==> src/rtl/nonblock_pkg.sv <==
// Shared constants for the nonblock delay line: parameter limits and the
// mode encoding that selects a true chain versus a collapsed single-flop chain.
package nonblock_pkg;

  // Upper bounds on the top-level parameters.
  localparam int MAX_DEPTH = 32;
  localparam int MAX_WIDTH = 64;

  // BLOCK_MODE encodings.
  localparam int MODE_CHAIN    = 0;
  localparam int MODE_COLLAPSE = 1;

  // Width of the fill counter: must hold values 0..MAX_DEPTH.
  localparam int FILL_W = $clog2(MAX_DEPTH + 1);

  // Number of edges after reset before the output carries post-reset data.
  // A collapsed chain reaches its output after a single edge.
  function automatic int fill_target(input int depth, input int mode);
    if (mode == MODE_COLLAPSE) begin
      return 1;
    end
    return depth;
  endfunction

endpackage : nonblock_pkg

==> src/rtl/nonblock_stage.sv <==
// One WIDTH-bit register stage of the nonblock delay line, with synchronous
// reset to RST_VAL.
module nonblock_stage
  import nonblock_pkg::*;
#(
  parameter int               WIDTH   = 1,
  parameter logic [WIDTH-1:0] RST_VAL = '0
) (
  input  logic             clk,
  input  logic             rst,
  input  logic [WIDTH-1:0] d_i,
  output logic [WIDTH-1:0] q_o
);

  logic [WIDTH-1:0] data_q;

  // Stage register: reset has priority over the incoming sample.
  always_ff @(posedge clk) begin
    if (rst) begin
      data_q <= RST_VAL;
    end else begin
      data_q <= d_i;
    end
  end

  assign q_o = data_q;

endmodule : nonblock_stage

==> src/rtl/nonblock.sv <==
// Parameterised shift-register delay line. BLOCK_MODE selects either a true
// DEPTH-stage chain (latency DEPTH) or a collapsed chain where every stage
// loads d on the same edge (latency 1). q_valid rises once the output holds
// data sampled after the last reset.
// Optional feature: define NONBLOCK_TAPS_EN to expose every stage on the
// `taps` port (stage i at bits [i*WIDTH +: WIDTH], stage 0 in the LSB slice).
module nonblock
  import nonblock_pkg::*;
#(
  parameter int               DEPTH      = 3,
  parameter int               WIDTH      = 1,
  parameter int               BLOCK_MODE = MODE_CHAIN,
  parameter logic [WIDTH-1:0] RST_VAL    = '0
) (
  input  logic                   clk,
  input  logic                   rst,
  input  logic [WIDTH-1:0]       d,
  output logic [WIDTH-1:0]       q,
`ifdef NONBLOCK_TAPS_EN
  output logic [DEPTH*WIDTH-1:0] taps,
`endif
  output logic                   q_valid
);

  // Reject illegal configurations while elaborating.
  if (DEPTH < 1 || DEPTH > MAX_DEPTH) begin : g_bad_depth
    $fatal(1, "nonblock: DEPTH=%0d outside legal range 1..%0d", DEPTH, MAX_DEPTH);
  end
  if (WIDTH < 1 || WIDTH > MAX_WIDTH) begin : g_bad_width
    $fatal(1, "nonblock: WIDTH=%0d outside legal range 1..%0d", WIDTH, MAX_WIDTH);
  end
  if (BLOCK_MODE != MODE_CHAIN && BLOCK_MODE != MODE_COLLAPSE) begin : g_bad_mode
    $fatal(1, "nonblock: BLOCK_MODE=%0d must be 0 or 1", BLOCK_MODE);
  end

  localparam logic [FILL_W-1:0] FILL_TARGET = FILL_W'(fill_target(DEPTH, BLOCK_MODE));

  // Stage outputs, packed so that stage 0 sits in the least significant slice.
  logic [DEPTH-1:0][WIDTH-1:0] stage_q;

  for (genvar gi = 0; gi < DEPTH; gi++) begin : g_stage
    logic [WIDTH-1:0] stage_d;

    // Stage 0 always samples d. In a collapsed chain every stage samples d;
    // otherwise each stage samples its predecessor's registered (pre-edge)
    // value, which is what makes the latency equal to DEPTH.
    if (gi == 0 || BLOCK_MODE == MODE_COLLAPSE) begin : g_from_input
      assign stage_d = d;
    end else begin : g_from_prev
      assign stage_d = stage_q[gi-1];
    end

    nonblock_stage #(
      .WIDTH  (WIDTH),
      .RST_VAL(RST_VAL)
    ) u_stage (
      .clk(clk),
      .rst(rst),
      .d_i(stage_d),
      .q_o(stage_q[gi])
    );
  end

  assign q = stage_q[DEPTH-1];

`ifdef NONBLOCK_TAPS_EN
  assign taps = stage_q;
`endif

  // Fill counter: edges since reset, saturating at the chain latency.
  logic [FILL_W-1:0] fill_q;
  logic [FILL_W-1:0] fill_d;

  // Next fill count: advance until the output carries post-reset data.
  always_comb begin
    fill_d = fill_q;
    if (fill_q < FILL_TARGET) begin
      fill_d = fill_q + FILL_W'(1);
    end
  end

  // Fill counter register, cleared by reset together with the stages.
  always_ff @(posedge clk) begin
    if (rst) begin
      fill_q <= '0;
    end else begin
      fill_q <= fill_d;
    end
  end

  assign q_valid = (fill_q == FILL_TARGET);

endmodule : nonblock

==> config.mk <==
export PLATFORM = sky130hd
export DESIGN_NAME = nonblock
export DESIGN_NICKNAME = d
export VERILOG_FILES = /design/src/rtl/nonblock_pkg.sv /design/src/rtl/nonblock_stage.sv /design/src/rtl/nonblock.sv
export SDC_FILE = /design/constraint.sdc
export NUM_CORES = 1
export LEC_CHECK = 0
export BUFFER_PORTS_ARGS = -buffer_cell sky130_fd_sc_hd__buf_2
export CAP_MARGIN = 20
export CORE_AREA = 10 10 47 49
export DETAILED_ROUTE_END_ITERATION = 6
export DIE_AREA = 0 0 57 59
export GPL_ROUTABILITY_DRIVEN = 0
export PLACE_DENSITY = 0.49
export RECOVER_POWER = 25
export SLEW_MARGIN = 5
export SYNTH_ARGS = -nofsm -noshare
export SYNTH_HDL_FRONTEND = slang
export SYNTH_HIERARCHICAL = 1
export SYNTH_SLANG_ARGS = --single-unit
==> constraint.sdc <==
create_clock -name clk -period 1.6 [get_ports clk]
set_clock_uncertainty 0.05 [all_clocks]
set_input_delay 0.08 -clock clk [delete_from_list [all_inputs] [get_ports clk]]
set_output_delay 0.08 -clock clk [all_outputs]
set_load 0.05 [all_outputs]
-- Word level (Yosys, flattened, before mapping)
Index checks and enable logic that the tools add are counted.
- bits in registers: 9
- input bits: 3
- output and inout bits: 2
- word-level logic and storage cells: 7
- add/sub/neg operators: 1
- $lt $le $gt $ge: 1
- equal/unequal tests: 1
- operators by type and width (kind ; number):
    6-bit by 1-bit adder with 6-bit output (second input constant) ; 1
    6-bit by 2-bit == test with 1-bit output (second input constant) ; 1
    6-bit by 2-bit < comparator with 1-bit output (second input constant) ; 1

-- Longest topological paths before layout
Gate-level depths: netlist of the first run.
- word-level depth: 1
- gate-level depth with buffers: 3
- mapped depth without buffers: 3

-- Hierarchy
Netlist of the first run, hierarchy kept.
- by module, submodules not included (module ; times used ; cells an instance ; area an instance (um2)):
    nonblock ; 1 ; 21 ; 227.7
    nonblock_stage ; 3 ; 2 ; 33.8

-- Least setup slack after synthesis of the first run
OpenSTA, ideal clock, no wires.
- path kind: register -> register
- from: register fill_q[5]
- to: register fill_q[0]
- library setup time: 0.070 ns
- arrival: 1.244 ns
- required time: 1.480 ns
- setup slack: 0.237 ns
- cell stages (with the launch flop): 4
- path buffers: 0
- period minus slack after synthesis: 1.363 ns
- path through: dfxtp_1 > or4_4 > or3_1 > a21oi_1
- longest elaborated chain between the ends: 1
- ends and longest elaborated chain (element ; line ; source):
    start, declared ; nonblock.sv:71 ; logic [FILL_W-1:0] fill_q;
    start signal, assigned ; nonblock.sv:87 ; fill_q <= fill_d;
    6-bit by 2-bit < comparator with 1-bit output ; nonblock.sv:77 ; if (fill_q < FILL_TARGET) begin
No other way between the ends.
A chain may end at the register's enable or synchronous reset.

-- Final worst setup path of the first run
- from: register fill_q[5]
- to: output q_valid
- longest elaborated chain between the ends: 1
- ends and longest elaborated chain (element ; line ; source):
    6-bit by 2-bit == test with 1-bit output ; nonblock.sv:91 ; assign q_valid = (fill_q == FILL_TARGET);
    end, declared ; nonblock.sv:22 ; output logic q_valid
No other way between the ends.

==> results of run 1 <==
cell usage in the layout, fill, tap and decap left out, drive strengths merged:
master	n
ha	2
and2	1
nand3b	1
dfxtp	9
dlygate4sd3	1
or3	1
a21oi	2
clkbuf	4
buf	4
o21ai	2
or4	1
nor4	1
nor2b	7
repair_timing:
item | CTS | global route
resized for setup | 0 | 0
endpoints found under the hold margin | 1 | 0
hold buffers | 1 | 0
cells by family (layout without fill, tap and decap cells):
logic type | after synthesis | in the layout
AO/OA/AOI/OAI | 4 | 4
adder cells (fa/ha/maj) | 2 | 2
buffers and inverters | 0 | 9
flip-flops | 9 | 9
AND/OR/NAND/NOR | 12 | 12
metrics by stage:
stage / cells / cell area [um2] / power, mW / utilization (%) / setup slack [ns]
6_report: 52 / 393 / 0.464 / 28.0 / 0.0782
2_1_floorplan: 27 / 329 / 0.280 / - / 0.237
3_3_place_gp: 47 / 369 / 0.291 / 26.3 / 0.214
5_1_grt: 52 / 393 / 0.489 / 28.0 / 0.00173
3_5_place_dp: 47 / 369 / 0.296 / 26.3 / 0.178
4_1_cts: 52 / 405 / 0.477 / 28.9 / 0.0468
layout make-up:
class	instances	area (um2)
Fill cell	158	1010
Sequential cell	9	180
Multi-Input combinational cell	18	136
Timing Repair Buffer	5	30.0
Clock buffer	4	26.3
Tap cell	16	20.0
cells in the mapped netlist:
master,instances
nor2b_1,4
ha_1,2
or3_1,1
and2_1,1
nor2b_4,3
nor4_1,1
nand3b_1,1
o21ai_0,2
a21oi_1,2
dfxtp_1,9
or4_4,1
registers in the layout, indices dropped and copies added (netlist names):
name	flops
g_stage.u_stage/q_o	3
fill_q	6
worst paths after layout:
path,from,end,slack (ns),cells past startpoint
setup reg to reg,fill_q[5]$_SDFFE_PP0N_,fill_q[0]$_SDFFE_PP0N_,0.18,3
hold / removal,rst,g_stage[0].u_stage/q_o$_SDFF_PP0_,0.05,2
setup / recovery,fill_q[5]$_SDFFE_PP0N_,q_valid,0.08,3
hold reg to reg,g_stage[0].u_stage/q_o$_SDFF_PP0_,g_stage[1].u_stage/q_o$_SDFF_PP0_,0.39,1
metal layers:
metal	part of all wire (%)	wire length, um
met3	7.8	45
met5	0	0
met1	37	210
met4	3.0	17
met2	52	300
power groups by stage:
stage	combinational, mW	clock, mW	sequential (mW)
final	0.0454	0.176	0.243
after global routing	0.0532	0.192	0.244
after CTS	0.0493	0.185	0.243
after detailed placement	0.0473	0	0.248
after global placement	0.0450	0	0.246
after floorplan	0.0316	0	0.248
==> flow_summary.yaml, run 1 <==
timing:
  rsz0062_at_grt: "false"
  hold_viol: 0
  setup_violations: 0
  worst_slew_pin_slew_ns: 0.364
  min_period_ns: 1.52
  fin_crit_sh_pct: 95.1
  fin_tns_setup_ns: 0
  hold_slack_ns: 0.0533
  fmax_ghz: 0.657
  slew_headroom_pct: 75.5
  drv_slew: 0
clocking:
  clockRootBuffer: "clkbuf_4"
  htreeDepth: 1
  numCtsBuffers: 3
  clk_path_buf_depth: 2
  post_cts_buffers: 0
  numClockSinks: 9
  clkSlewWorstSetupHoldPaths_ns: 0.06
  cts_tree: "built"
  clkLatencyLatePin_ns: 0.26
critical_path:
  worst_setup_path_end_kind: "output pin"
  cp_top_family: "simple AND/OR/NAND/NOR gates"
  worstPathCellList: "nor4_1 -> and2_1 -> buf_2"
  max_stage_delay_ns: 0.38
  path_buf_inv: 1
  cp.required_ns: 1.47
  crit_arrival_ns: 1.39
  crit_path_start_kind: "flip-flop"
  cp_max_fo: 3
  slowest_stage: "nor4_1"
  path_class: "flip-flop to output pin"
detailed_routing:
  drt_iter0_drc: 1
  drtAntennaViolNets: 0
  via_count: 219
  vias_per_cell: 4.21
  wl_um: 574
  dr.pass1.iters: 2
  avgRoutedWirePerCell_um: 11.0
  drc_errors: 0
run:
  drv_cap: 0
power_and_ir_drop:
  switching_share_pct: 24.1
  p_leak_nw: 0.173
  p_sw_uw: 112
  p_int_uw: 352
  ir_drop_mv: 0.345
  p_per_area_nw_per_um2: 1180
  combPwrFrac_pct: 9.8
  p_seq_share_pct: 52.3
  pwr-share-clk_pct: 37.9
grt:
  grt_use_met1_pct: 2.96
  grt_max_degree: 10
  grt_use_total_pct: 3.84
  use_met2_pct: 6.05
  grt.overflow.total: 0
  antenna_found_initial: 0
  grt_use_met3_pct: 2.79
  busiest_layer: "met2"
  grt_pass1_vias: 233
  grt_first_pass_wirelength_um: 931
yosys:
  postSynthRegisterBits: 9
  synth-xor-area-share_pct: 0
  syn_area_um2: 329
  synth_compound_area_share_pct: 6.08
  avgSynthCellArea_um2: 12.2
  ys.warnings.count: 6
  ys_seq_area_share_pct: 54.8
  synth_top_family_by_area: "simple AND/OR/NAND/NOR gates"
  synth_adder_area_share_pct: 7.60
  syn_inst: 27
  synth_top_area_cell: "dfxtp_1"
  synthMuxAreaShare_pct: 0
  postSynthNetCount: 32
  netlist.area_leader.share_pct: 54.8
  synthTopCellsByArea: "dfxtp_1 55%, nor2b_4 13%, ha_1 7.6%"
  synthSimpleGateAreaFrac_pct: 31.6
  synth_cell_types: 11
floorplanning:
  start_util_pct: 23.5
  coreArea_um2: 1400
  die-area_um2: 3360
  num_rows: 14
  die_y_um: 59
  io_pins: 5
  die_x_um: 57
min_path:
  worst_hold_path_type: "primary input to flip-flop"
run_status:
  status: "finished, final reports clean"
final_layout:
  areaGrowthSynthToFinish_pct: 19.4
  drive_gt1_share_pct: 27.8
  antennaDiodeCount: 0
  finalNetCount: 42
placed_design:
  numPortBuffers: 4
Note: power is estimated with default switching activity, not from simulation.
==> run 2, diff against run 1 <==
==> constraint.sdc (replaced) <==
create_clock -name clk -period 1.6 [get_ports clk]
set_clock_uncertainty 0.05 [all_clocks]
set_input_delay 0.16 -clock clk [delete_from_list [all_inputs] [get_ports clk]]
set_output_delay 0.16 -clock clk [all_outputs]
set_load 0.05 [all_outputs]
==> run 2 against run 1 <==
Core utilization grew 0.36 points. Critical endpoint unchanged. Critical path depth is the same. Hold slack gained 0.0074 ns. Maximum frequency grew 2.2%. Die area is the same. Wire length shrank 0.35%. Largest cell class unchanged. Final area grew 1.3%. Combinational power is essentially flat. Global-route usage is the same. Critical path type unchanged.
==> flow_summary.yaml, run 2 (synthesis results as in run 1) <==
clocking:
  numClockSinks: 9
  cts_hold_buf: 0
  clockRootBuffer: "clkbuf_4"
  post_cts_buffers: 0
  clkLatencyLatePin_ns: 0.26
  clkSlewWorstSetupHoldPaths_ns: 0.06
  cts_tree: "built"
  htreeDepth: 1
  clk_path_buf_depth: 2
  numCtsBuffers: 3
  cts-resized-gates: 1
critical_path:
  r2r_end: "fill_q[0]$_SDFFE_PP0N_"
  path_buf_inv: 1
  crit_path_start_kind: "flip-flop"
  reg2reg_from: "fill_q[5]$_SDFFE_PP0N_"
  r2r_cells: 3
  worstPathCellList: "nor4_2 -> and2_1 -> clkbuf_4"
  worst_setup_path_end_kind: "output pin"
  crit_arrival_ns: 1.28
  reg2reg_slack_ns: 0.17
  cp_max_fo: 3
  cp.required_ns: 1.39
  max_stage_delay_ns: 0.32
  path_class: "flip-flop to output pin"
  slowest_stage: "dfxtp_1"
  cp_top_family: "simple AND/OR/NAND/NOR gates"
timing:
  hold_viol: 0
  rsz0062_at_grt: "false"
  setup_violations: 0
  fmax_ghz: 0.672
  drv_slew: 0
  fin_crit_sh_pct: 93.1
  slew_headroom_pct: 64.7
  fin_tns_setup_ns: 0
  min_period_ns: 1.49
  hold_slack_ns: 0.0607
  worst_slew_pin_slew_ns: 0.530
grt:
  grt_first_pass_wirelength_um: 931
  grt_pass1_vias: 233
  antenna_found_initial: 0
  grt_use_total_pct: 3.84
  grt.overflow.total: 0
  grt_max_degree: 10
final_layout:
  areaGrowthSynthToFinish_pct: 20.9
  register_area_um2: 180
  largest_reg_flops: 6
  final_cell_mix: "9 x dfxtp_1, 4 x nor2b_1, 4 x clkbuf_4"
  fillers: 158
  antennaDiodeCount: 0
  layout_commonest_cell: "dfxtp_1"
  largest-register: "fill_q"
  multi_input_area_um2: 150
  drive_gt1_share_pct: 31.4
  finalNetCount: 41
min_path:
  hp-start: "d"
  worst_hold_path_type: "primary input to flip-flop"
  holdPathStages: 2
  worst_hold_path.endpoint: "g_stage[0].u_stage/q_o$_SDFF_PP0_"
floorplanning:
  coreArea_um2: 1400
  die_y_um: 59
  die_x_um: 57
  die-area_um2: 3360
  io_pins: 5
  start_util_pct: 23.5
  num_rows: 14
detailed_routing:
  via_count: 223
  drc_errors: 0
  vias_per_cell: 4.37
  drt_iter0_drc: 1
  dr.pass1.iters: 2
  avgRoutedWirePerCell_um: 11.2
  drtAntennaViolNets: 0
  wl_um: 572
run:
  drv_cap: 0
run_status:
  status: "finished, final reports clean"
placed_design:
  numPortBuffers: 4
power_and_ir_drop:
  p_per_area_nw_per_um2: 1170
  p_total_uw: 464
  p_leak_nw: 0.168
  ir_drop_mv: 0.357
## run 2: stage by stage
stage                     worst slack [ns]  utilization [%]  instance area [um2]  std cells
after CTS                           0.0421             28.7                  402         51
after global placement               0.214             26.3                  369         47
after global routing                0.0160             28.4                  398         51
after floorplan                      0.237                -                  329         27
after detailed placement             0.178             26.3                  369         47
final                                0.111             28.4                  398         51
## run 2: cell type report
class                           instances  area share (%)
Clock buffer                            4            6.60
Multi-Input combinational cell         18            37.7
Sequential cell                         9            45.3
Tap cell                               16            5.03
Timing Repair Buffer                    4            5.35
## run 2: per-layer routing
layer  GRT usage, %  vias up  part of all wire, %  routed length (um)
met1           2.73      108                   35                 201
met5              0        -                    0                   0
met2           6.36        4                   54                 309
met4           4.03        0                  3.0                  17
li1               -      109                    -                   -
met3           2.79        2                  7.7                  44
## run 2: power by group
group	total [mW]	internal [mW]	switching, mW
Clock	0.176	0.0962	0.0798
Combinational	0.0457	0.0206	0.0251
Sequential	0.243	0.235	0.00750
Total	0.464	0.352	0.112
## run 2: how the worst max path moves through the flow
stage,from,endpoint,depth (start not counted)
6_report,fill_q[5]$_SDFFE_PP0N_,q_valid,3
5_1_grt,fill_q[5]$_SDFFE_PP0N_,q_valid,3
4_1_cts,fill_q[5]$_SDFFE_PP0N_,q_valid,3
3_5_place_dp,fill_q[5]$_SDFFE_PP0N_,fill_q[0]$_SDFFE_PP0N_,3
3_3_place_gp,fill_q[5]$_SDFFE_PP0N_,fill_q[0]$_SDFFE_PP0N_,3
2_1_floorplan,fill_q[5]$_SDFFE_PP0N_,fill_q[0]$_SDFFE_PP0N_,3
==> run 3, diff against run 2 <==
--- a/config.mk
+++ b/config.mk
@@ -5,13 +5,13 @@
 export SDC_FILE = /design/constraint.sdc
 export NUM_CORES = 1
 export LEC_CHECK = 0
-export BUFFER_PORTS_ARGS = -buffer_cell sky130_fd_sc_hd__buf_2
 export CAP_MARGIN = 20
 export CORE_AREA = 10 10 47 49
 export DETAILED_ROUTE_END_ITERATION = 6
 export DIE_AREA = 0 0 57 59
+export DONT_BUFFER_PORTS = 1
 export GPL_ROUTABILITY_DRIVEN = 0
-export PLACE_DENSITY = 0.49
+export PLACE_DENSITY = 0.46
 export RECOVER_POWER = 25
 export SLEW_MARGIN = 5
 export SYNTH_ARGS = -nofsm -noshare
==> run 3 against run 2 <==
Die area is the same. Combinational power increased by 1%. Global-route usage increased by 0.31 points. Flip-flop and latch count unchanged. Sequential share of layout area down 2.2 points. First-iteration DRC count stayed put. Via count fell by 4.5%. Wire length rose by 1.7%. Clock power decreased by 6%. Critical path depth stayed put. Highest routed layer unchanged.
==> flow_summary.yaml, run 3 (synthesis results as in run 1) <==
critical_path:
  slowest_stage: "dfxtp_1"
  worst_setup_path_end_kind: "output pin"
  worstPathCellList: "nor4_4 -> and2_1 -> buf_4"
  crit_arrival_ns: 1.24
  max_stage_delay_ns: 0.34
  cp_top_family: "simple AND/OR/NAND/NOR gates"
  path_buf_inv: 1
  path_class: "flip-flop to output pin"
  reg2reg_from: "fill_q[5]$_SDFFE_PP0N_"
  r2r_end: "fill_q[0]$_SDFFE_PP0N_"
  cp_max_fo: 3
  r2r_cells: 3
  crit_path_start_kind: "flip-flop"
  cp.required_ns: 1.39
  reg2reg_slack_ns: 0.15
final_layout:
  largest_reg_flops: 6
  areaGrowthSynthToFinish_pct: 27.0
  fin_area_um2: 418
  final_cells: 50
  drive_gt1_share_pct: 26.5
  antennaDiodeCount: 0
  final_cell_mix: "9 x dfxtp_1, 4 x nor2b_1, 3 x clkbuf_4, 3 x nor2b_4"
  layout_commonest_cell: "dfxtp_1"
  finalNetCount: 40
  finalCoreUtilization_pct: 29.8
  largest-register: "fill_q"
  fillers: 149
detailed_routing:
  vias_per_cell: 4.26
  dr.pass1.iters: 2
  drtAntennaViolNets: 0
  drt_iter0_drc: 1
  drc_errors: 0
  via_count: 213
  avgRoutedWirePerCell_um: 11.6
  wl_um: 582
grt:
  grt_pass1_vias: 212
  grt_use_total_pct: 4.16
  antenna_found_initial: 0
  grt_max_degree: 10
  busiest_layer: "met1"
  use_met2_pct: 4.34
  grt_use_met3_pct: 4.08
  grt.overflow.total: 0
  grt_first_pass_wirelength_um: 959
  grt_use_met1_pct: 4.42
timing:
  hold_slack_ns: 0.397
  hold_viol: 0
  fmax_ghz: 0.688
  rsz0062_at_grt: "false"
  min_period_ns: 1.45
  drv_slew: 0
  worst_slew_pin_slew_ns: 0.515
  fin_ws_ns: 0.147
  setup_violations: 0
  fin_crit_sh_pct: 90.8
  slew_headroom_pct: 65.5
  fin_tns_setup_ns: 0
power_and_ir_drop:
  ir_drop_mv: 0.569
  combPwrFrac_pct: 10.1
  pwr-share-clk_pct: 36.2
  p_sw_uw: 104
  switching_share_pct: 22.7
  p_seq_share_pct: 53.7
  p_total_uw: 458
  p_per_area_nw_per_um2: 1100
  p_int_uw: 354
  p_leak_nw: 0.174
floorplanning:
  io_pins: 5
  start_util_pct: 23.5
  die_x_um: 57
  die-area_um2: 3360
  coreArea_um2: 1400
  num_rows: 14
  die_y_um: 59
run:
  drv_cap: 0
clocking:
  clockRootBuffer: "clkbuf_4"
  numClockSinks: 9
  clkLatencyLatePin_ns: 0.25
  clk_path_buf_depth: 2
  htreeDepth: 1
  numCtsBuffers: 3
  cts_tree: "built"
  post_cts_buffers: 0
  clkSlewWorstSetupHoldPaths_ns: 0.06
placed_design:
  placed_cells: 44
  place_hpwl_um: 376
  place_ws_ns: 0.208
  placedInstanceArea_um2: 357
  numPortBuffers: 0
min_path:
  hp-start: "g_stage[1].u_stage/q_o$_SDFF_PP0_"
  holdPathStages: 1
  worst_hold_path.endpoint: "g_stage[2].u_stage/q_o$_SDFF_PP0_"
  worst_hold_path_type: "flip-flop to flip-flop"
run_status:
  status: "finished, final reports clean"
[run 3: layer usage]
metal | vias up | part of all wire, %
li1 | 108 | -
met1 | 100 | 48
met2 | 3 | 43
met3 | 2 | 6.2
met4 | 0 | 2.6
met5 | - | 0
[run 3: layout make-up]
cell class	instances	area (um2)	area share [%]
clock buffers	4	26.3	6.29
well taps	16	20.0	4.79
multi-input cells	18	164	39.2
repair buffers	3	27.5	6.59
flip-flops and latches	9	180	43.1
[run 3: what timing repair did]
action,CTS,global route
endpoints found under the setup margin,0,1
endpoints found under the hold margin,9,0
hold buffers,2,0
gates resized for setup,0,2
[run 3: worst max path at each step]
| stage | startpoint | end | cells after the start |
|---|---|---|---|
| after floorplan | fill_q[5]$_SDFFE_PP0N_ | fill_q[0]$_SDFFE_PP0N_ | 3 |
| after global placement | fill_q[5]$_SDFFE_PP0N_ | fill_q[0]$_SDFFE_PP0N_ | 3 |
| after detailed placement | fill_q[5]$_SDFFE_PP0N_ | fill_q[0]$_SDFFE_PP0N_ | 3 |
| after CTS | fill_q[5]$_SDFFE_PP0N_ | q_valid | 3 |
| after global routing | fill_q[5]$_SDFFE_PP0N_ | q_valid | 3 |
| final | fill_q[5]$_SDFFE_PP0N_ | q_valid | 3 |
[run 3: power groups by stage]
stage	registers (mW)	logic, mW	clock network, mW
4_1_cts	0.246	0.0468	0.176
6_report	0.246	0.0462	0.166
2_1_floorplan	0.248	0.0316	0
5_1_grt	0.247	0.0537	0.191
3_5_place_dp	0.251	0.0376	0
3_3_place_gp	0.250	0.0369	0
